$ cat config.mk
export PLATFORM = sky130hd
export DESIGN_NAME = reaction_ctrl
export DESIGN_NICKNAME = d
export VERILOG_FILES = /design/src/rtl/reaction_pkg.sv /design/src/rtl/ms_tick_gen.sv /design/src/rtl/reaction_ctrl.sv
export SDC_FILE = /design/constraint.sdc
export NUM_CORES = 1
export LEC_CHECK = 0
export ABC_AREA = 0
export CAP_MARGIN = 30
export CORE_MARGIN = 5
export CORE_UTILIZATION = 45
export DETAILED_ROUTE_END_ITERATION = 8
export GPL_ROUTABILITY_DRIVEN = 0
export PLACE_DENSITY = 0.76
export SYNTH_ARGS = -nofsm -noshare
export SYNTH_HDL_FRONTEND = slang
export SYNTH_SLANG_ARGS = --single-unit
export TNS_END_PERCENT = 50
$ cat constraint.sdc
create_clock -name clk -period 3.7 [get_ports clk]
set_input_delay 0.37 -clock clk [delete_from_list [all_inputs] [get_ports clk]]
set_output_delay 0.37 -clock clk [all_outputs]
set_load 0.03 [all_outputs]
$ cat src/rtl/reaction_pkg.sv
// Shared types and constants for the reaction-time controller.
package reaction_pkg;

  localparam int RT_W = 14;

  typedef enum logic [2:0] {
    IDLE   = 3'd0,
    WAIT   = 3'd1,
    TIMING = 3'd2,
    DONE   = 3'd3,
    EARLY  = 3'd4
  } state_t;

endpackage

$ cat src/rtl/ms_tick_gen.sv
// Millisecond prescaler: counts enabled cycles and pulses tick on the last
// cycle of every CYCLES_PER_MS-cycle period.
module ms_tick_gen #(
  parameter int CYCLES_PER_MS = 100000
) (
  input  logic clk,
  input  logic rst,
  input  logic clr,
  input  logic en,
  output logic tick
);

  localparam int CW = (CYCLES_PER_MS > 1) ? $clog2(CYCLES_PER_MS) : 1;
  localparam logic [CW-1:0] LAST = CW'(CYCLES_PER_MS - 1);

  logic [CW-1:0] cnt_reg;

  // tick is decoded from the count so the consumer sees it on the same edge
  // that wraps the prescaler.
  assign tick = en && (cnt_reg == LAST);

  always_ff @(posedge clk) begin
    if (rst || clr) begin
      cnt_reg <= '0;
    end else if (en) begin
      if (cnt_reg == LAST) cnt_reg <= '0;
      else                 cnt_reg <= cnt_reg + CW'(1);
    end
  end

endmodule

$ cat src/rtl/reaction_ctrl.sv
// Reaction-time trial controller: waits for the random delay, lights the
// lamp, and measures the time to the user's press in milliseconds.
module reaction_ctrl
  import reaction_pkg::*;
#(
  parameter int CYCLES_PER_MS = 100000,
  parameter int MAX_MS        = 9999
) (
  input  logic            clk,
  input  logic            rst,
  input  logic            start_btn,
  input  logic            stop_btn,
  input  logic            wait5_done,
  output logic            start_wait5,
  output logic            led_on,
  output logic [RT_W-1:0] rt_ms,
  output logic            rt_valid,
  output logic            early,
  output logic            timeout
);

  localparam logic [RT_W-1:0] MAX_V = RT_W'(MAX_MS);

  state_t          state_reg;
  logic [RT_W-1:0] ms_cnt_reg;
  logic [RT_W-1:0] ms_next;
  logic            max_hit;
  logic            tick;
  logic            in_timing;

  assign in_timing = (state_reg == TIMING);

  // Prescaler is held clear outside TIMING so every timing phase starts at 0.
  ms_tick_gen #(
    .CYCLES_PER_MS(CYCLES_PER_MS)
  ) u_tick (
    .clk (clk),
    .rst (rst),
    .clr (!in_timing),
    .en  (in_timing),
    .tick(tick)
  );

  always_comb begin
    ms_next = ms_cnt_reg;
    max_hit = 1'b0;
    if (tick && (ms_cnt_reg != MAX_V)) begin
      ms_next = ms_cnt_reg + RT_W'(1);
    end
    if (ms_next == MAX_V) begin
      max_hit = 1'b1;
    end
  end

  always_ff @(posedge clk) begin
    if (rst) begin
      state_reg   <= IDLE;
      start_wait5 <= 1'b0;
      led_on      <= 1'b0;
      rt_ms       <= '0;
      rt_valid    <= 1'b0;
      early       <= 1'b0;
      timeout     <= 1'b0;
      ms_cnt_reg  <= '0;
    end else begin
      case (state_reg)
        IDLE, DONE, EARLY: begin
          if (start_btn) begin
            state_reg   <= WAIT;
            start_wait5 <= 1'b1;
            rt_ms       <= '0;
            rt_valid    <= 1'b0;
            early       <= 1'b0;
            timeout     <= 1'b0;
          end
        end
        WAIT: begin
          // A press during the delay beats a coincident delay-done.
          if (stop_btn) begin
            state_reg   <= EARLY;
            start_wait5 <= 1'b0;
            led_on      <= 1'b0;
            early       <= 1'b1;
          end else if (wait5_done) begin
            state_reg   <= TIMING;
            start_wait5 <= 1'b0;
            led_on      <= 1'b1;
            ms_cnt_reg  <= '0;
          end
        end
        TIMING: begin
          if (stop_btn) begin
            state_reg <= DONE;
            led_on    <= 1'b0;
            rt_ms     <= ms_next;
            rt_valid  <= 1'b1;
          end else if (max_hit) begin
            state_reg <= DONE;
            led_on    <= 1'b0;
            rt_ms     <= MAX_V;
            rt_valid  <= 1'b1;
            timeout   <= 1'b1;
          end
          ms_cnt_reg <= ms_next;
        end
        default: begin
          state_reg   <= IDLE;
          start_wait5 <= 1'b0;
          led_on      <= 1'b0;
        end
      endcase
    end
  end

endmodule

# Word level (Yosys, flattened, before mapping)
# Index checks and enable logic that the tools add are counted.
[op_classes]
div_mod_pow = 0
add_sub_neg = 2
order_cmp = 0
n_eq_ne = 15
n_bitwise = 2
reduce_logical = 16
shifts = 0
n_mux = 33
mul = 0
[op_table]
columns = ["operator", "count"]
rows = [
  ["14-bit two-way mux", 6],
  ["14-bit one-hot mux with 2 select lines", 2],
  ["3-bit AND reduction", 6],
  ["17-bit by 1-bit adder with 17-bit output, second input constant", 1],
  ["17-bit equality test, second input constant", 1],
  ["17-bit two-way mux", 1],
  ["3-bit two-way mux", 5],
  ["14-bit by 1-bit adder with 14-bit output, second input constant", 1],
  ["14-bit equality test, second input constant", 1],
  ["14-bit != test, second input constant", 1],
  ["1-bit two-way mux", 13],
  ["2-bit != test, second input constant", 6],
  ["3-bit one-hot mux with 3 select lines", 1],
  ["3-bit by 2-bit equality test with 1-bit output, second input constant", 2],
  ["3-bit != test, second input constant", 2],
  ["1-bit one-hot mux with 2 select lines", 3],
  ["1-bit one-hot mux with 3 select lines", 2],
  ["2-bit nonzero test", 3],
  ["4-bit AND reduction", 1],
  ["3-bit by 1-bit equality test with 1-bit output, second input constant", 1],
  ["3-bit equality test, second input constant", 1],
  ["3-bit logical NOT", 1],
  ["3-bit OR reduction", 1],
  ["1-bit logical AND", 2],
  ["3 further kinds", 4],
]
[word_totals]
mem_count = 0
rom_bits = 0
ram_bits = 0
input_bits = 5
wordCells = 77
latch_bits = 0
out_inout_bits = 19
register_bits = 53

# Depth between registers and ports, before layout
[depth]
depth_word = 9
depth_mapped = 10

# Cells and area by module
# Synthesis repeated with hierarchy kept, for this count alone.
[hier_totals]
hier_cells = 374
area_unflattened_um2 = 2992.9
[modules_own_cells]
columns = ["mod", "seq_area_each_um2", "instances", "area_each_um2", "cells_each"]
rows = [
  ["reaction_ctrl", 720.7, 1, 2192.1, 282],
  ["ms_tick_gen", 340.3, 1, 800.8, 92],
]

# Worst setup path before layout
# Ideal clock, no wire load.
[synth_path]
path_type = "register -> register"
start = "reg state_reg[1]"
end = "reg rt_ms[4]"
setup_slack_ns = 0.758
path_stages_with_launch = 10
n_path_buf = 2
required_ns = 3.583
arrival_ns = 2.824
path_cell_list = "dfxtp_1 -> or3b_1 -> or2_0 -> buf_2 -> or3_1 -> buf_2 -> o32a_4 -> o41ai_4 -> a21oi_2 -> a32o_1"
[synth_via]
elab_chain_cells = 8
word_cells_on_any_way = 16
classes_between = "eq/ne (6); mux (4); reduce/logical (6)"
[synth_rtl]
columns = ["element", "line_no", "rtl"]
rows = [
  ["start: declaration", "reaction_ctrl.sv:24", "state_t state_reg;"],
  ["start signal: assignment", "reaction_ctrl.sv:57", "state_reg <= IDLE;"],
  ["start signal: assignment", "reaction_ctrl.sv:69", "state_reg <= WAIT;"],
  ["start signal: assignment", "reaction_ctrl.sv:80", "state_reg <= EARLY;"],
  ["3-bit by 2-bit equality test with 1-bit output", "reaction_ctrl.sv:31, reaction_ctrl.sv:66", ""],
  ["1-bit logical AND", "ms_tick_gen.sv:20", "assign tick = en && (cnt_reg == LAST);"],
  ["1-bit logical AND", "reaction_ctrl.sv:47", "if (tick && (ms_cnt_reg != MAX_V)) begin"],
  ["14-bit two-way mux", "reaction_ctrl.sv:47", ""],
  ["14-bit equality test", "reaction_ctrl.sv:50", "if (ms_next == MAX_V) begin"],
  ["1-bit two-way mux", "reaction_ctrl.sv:50", ""],
  ["3-bit != test (no source line)", "-", ""],
  ["3-bit AND reduction (no source line)", "-", ""],
  ["end signal: assignment", "reaction_ctrl.sv:95", "rt_ms <= ms_next;"],
  ["end: declaration", "reaction_ctrl.sv:16", "output logic [RT_W-1:0] rt_ms,"],
]
# Several ways; a longest one is shown, not always the timed one.
# A chain may end at the register's enable or synchronous reset.

# Worst setup path after layout
[layout_path]
start = "reg state_reg[0]"
end = "reg rt_ms[2]"
# Same word-level chain as after synthesis.

==> flow_summary.ini <==
[status]
status = completed

[floorplanning]
ios = 24
rows = 28
core_area_mm2 = 0.00592
start_util = 0.460
die_h_um = 87.8
die_area_mm2 = 0.00771
die_w_um = 87.8

[pwr]
ir_drop_uv = 198
total_power_mw = 1.18
powerDensity_mw_per_mm2 = 380
p_sw_frac = 0.300
seqPwrFrac = 0.524
p_leak_nw = 1.06
p_int_mw = 0.826
power.share.clock = 0.272
p_sw_mw = 0.353
pwr-share-comb = 0.203

[route]
viasPerCell = 5.63
routed-via-count = 2365
detail_route.first_pass.iterations = 4
wl_per_cell_um = 14.1
drtIter0Drc = 274
wirelength_um = 5910
ant_nets = 0
drcViolationCount = 0

[timing]
slew_headroom = 0.626
setup_viol = 0
rsz0062_at_grt = false
max_freq_ghz = 0.297
setup_tns_ps = 0
fin_crit_ps = 3370
fin_skew_ps = 6.66
hold_viol_final = 0
period_share = 0.911
worstMarginPinSlew_ps = 558
worst_slack_ps = 330
slew_violations = 0

[clock_network]
clock_latency_ps = 300
cts_max_level = 2
post_cts_buffers = 0
cts_tree = done
cts.sinks = 53
clock_path_buffers = 2
clk_pin_slew_ps = 90
cts_buffers = 5
postCtsResizedCells = 0
root_buffer = clkbuf_8
hold_buffers = 0

[setup_path]
critPathMaxStageDelay_ps = 560
crit_path_max_fanout = 16
path_buf_inv = 0
path_delay_family = compound AO/OA/AOI/OAI gates
start_kind = register
worst_ep_arrival_time_ps = 3620
worstPathRequired_ps = 3950
crit_slowest_cell = or3_1
crit_type = register to register
critical_path.cell_chain = or3b_1 -> or2_0 -> or3_1 -> o32a_4 -> o41ai_4 -> a21o_1 -> o221a_2
cp-end-kind = register

[logic_synthesis]
synth_commonest_cells = 53 x dfxtp_1, 50 x nor2_1, 29 x nand2_1, 17 x xor2_1, 14 x clkbuf_1
synth.most_common_cell = dfxtp_1
ys_seq_area_frac = 0.389
ys_async_sr_fraction = 0
dominantRegCellSynth = dfxtp_1
ys_ff_latch = 53
netlist_instances = 326
synth_top_area_cell = dfxtp_1
syn-cell-area_mm2 = 0.00273
synth-edff-count = 0
syn_area_per_cell_um2 = 8.36
yosysTopAreaCellShare = 0.389
synth_cell_types = 53
synth_fp_nets = 333
yosys_warnings = 0
netlist_top_cells_area = dfxtp_1 39%, nor2_1 6.9%, xor2_1 5.5%

[grt]
grt_remaining_overflow = 0
grt_max_degree = 17
grt_usage = 0.161
grt_pass1_vias = 2170
grt_pass1_wl_um = 10200
antenna_found_initial = 0

[final_layout]
seq_area_mm2 = 0.00106
fin_util = 0.523
num-fill-cells = 539
antennaDiodeCount = 0
multi_input_area_mm2 = 0.00156
largest_reg_flops = 17
syn_to_final_growth_pct = 13.7
layout-drive-gt1-share = 0.0783
nets = 351
layout.cells.non_filler = 420

[place]
dpl.hpwl_um = 4310
place_ws_ps = 372
dpl.cell_count = 412
io_buffers = 23

[job]
maxCapViolations = 0

[worst_hold_path]
hold_path.class = register to register
-- final cells by class --
| class | instances | share of cell area |
|---|---|---|
| Clock buffer | 6 | 0.0234 |
| Clock inverter | 2 | 0.00444 |
| Inverter | 7 | 0.00848 |
| Multi-Input combinational cell | 249 | 0.505 |
| Sequential cell | 53 | 0.342 |
| Tap cell | 75 | 0.0303 |
| Timing Repair Buffer | 28 | 0.0864 |
-- cell usage in the layout (no fill, tap or decap), types with 11 or more instances in the layout --
cell type	Yosys	routed
dfxtp_1	53	53
nor2_1	50	50
nand2_1	29	29
clkdlybuf4s50_1	0	23
xor2_1	17	17
nand3_1	13	13
a21oi_1	13	13
o21ai_0	13	13
xnor2_1	11	11
-- final timing paths --
check / from / endpoint / slack (ps) / cells past startpoint
min: u_tick.cnt_reg[0] / u_tick.cnt_reg[0] / 440 / 1
min reg2reg: u_tick.cnt_reg[0] / u_tick.cnt_reg[0] / 440 / 1
max: state_reg[0] / rt_ms[2] / 330 / 7
max reg2reg: state_reg[0] / rt_ms[2] / 330 / 7
-- layer usage --
layer | track usage | share of wire
met2 | 0.253 | 0.46
met3 | 0.0310 | 0.046
met4 | 0.0460 | 0.014
met1 | 0.225 | 0.48
met5 | 0 | 0
-- cell families after synthesis --
kind of cell / synth area share
buffers and inverters: 0.0367
XOR/XNOR: 0.0900
AO/OA/AOI/OAI: 0.204
flip-flops: 0.389
adder cells (fa/ha/maj): 0.00918
AND/OR/NAND/NOR: 0.267
multiplexers: 0.00367
-- worst reg2reg max path, delay by kind of cell, from the launching register on --
kind               cells  cell delay, ps
AOI/OAI and AO/OA      4            1460
and+or+nand+nor        3            1420
DFF                    1             450
-- power by group through the flow --
stage | Sequential (mW) | Clock, mW | Combinational (mW)
after floorplan | 0.666 | 0 | 0.130
final | 0.618 | 0.321 | 0.240
after global routing | 0.623 | 0.363 | 0.260
after global placement | 0.631 | 0 | 0.236
after detailed placement | 0.632 | 0 | 0.240
after CTS | 0.619 | 0.333 | 0.240
-- metrics by stage --
step	hold WS, ps	cell area, µm²
after detailed placement	429	3010
after global placement	422	3010
after floorplan	413	2730
final	440	3100
after global routing	500	3100
after CTS	443	3100
Note: power is estimated with default switching activity, not from simulation.
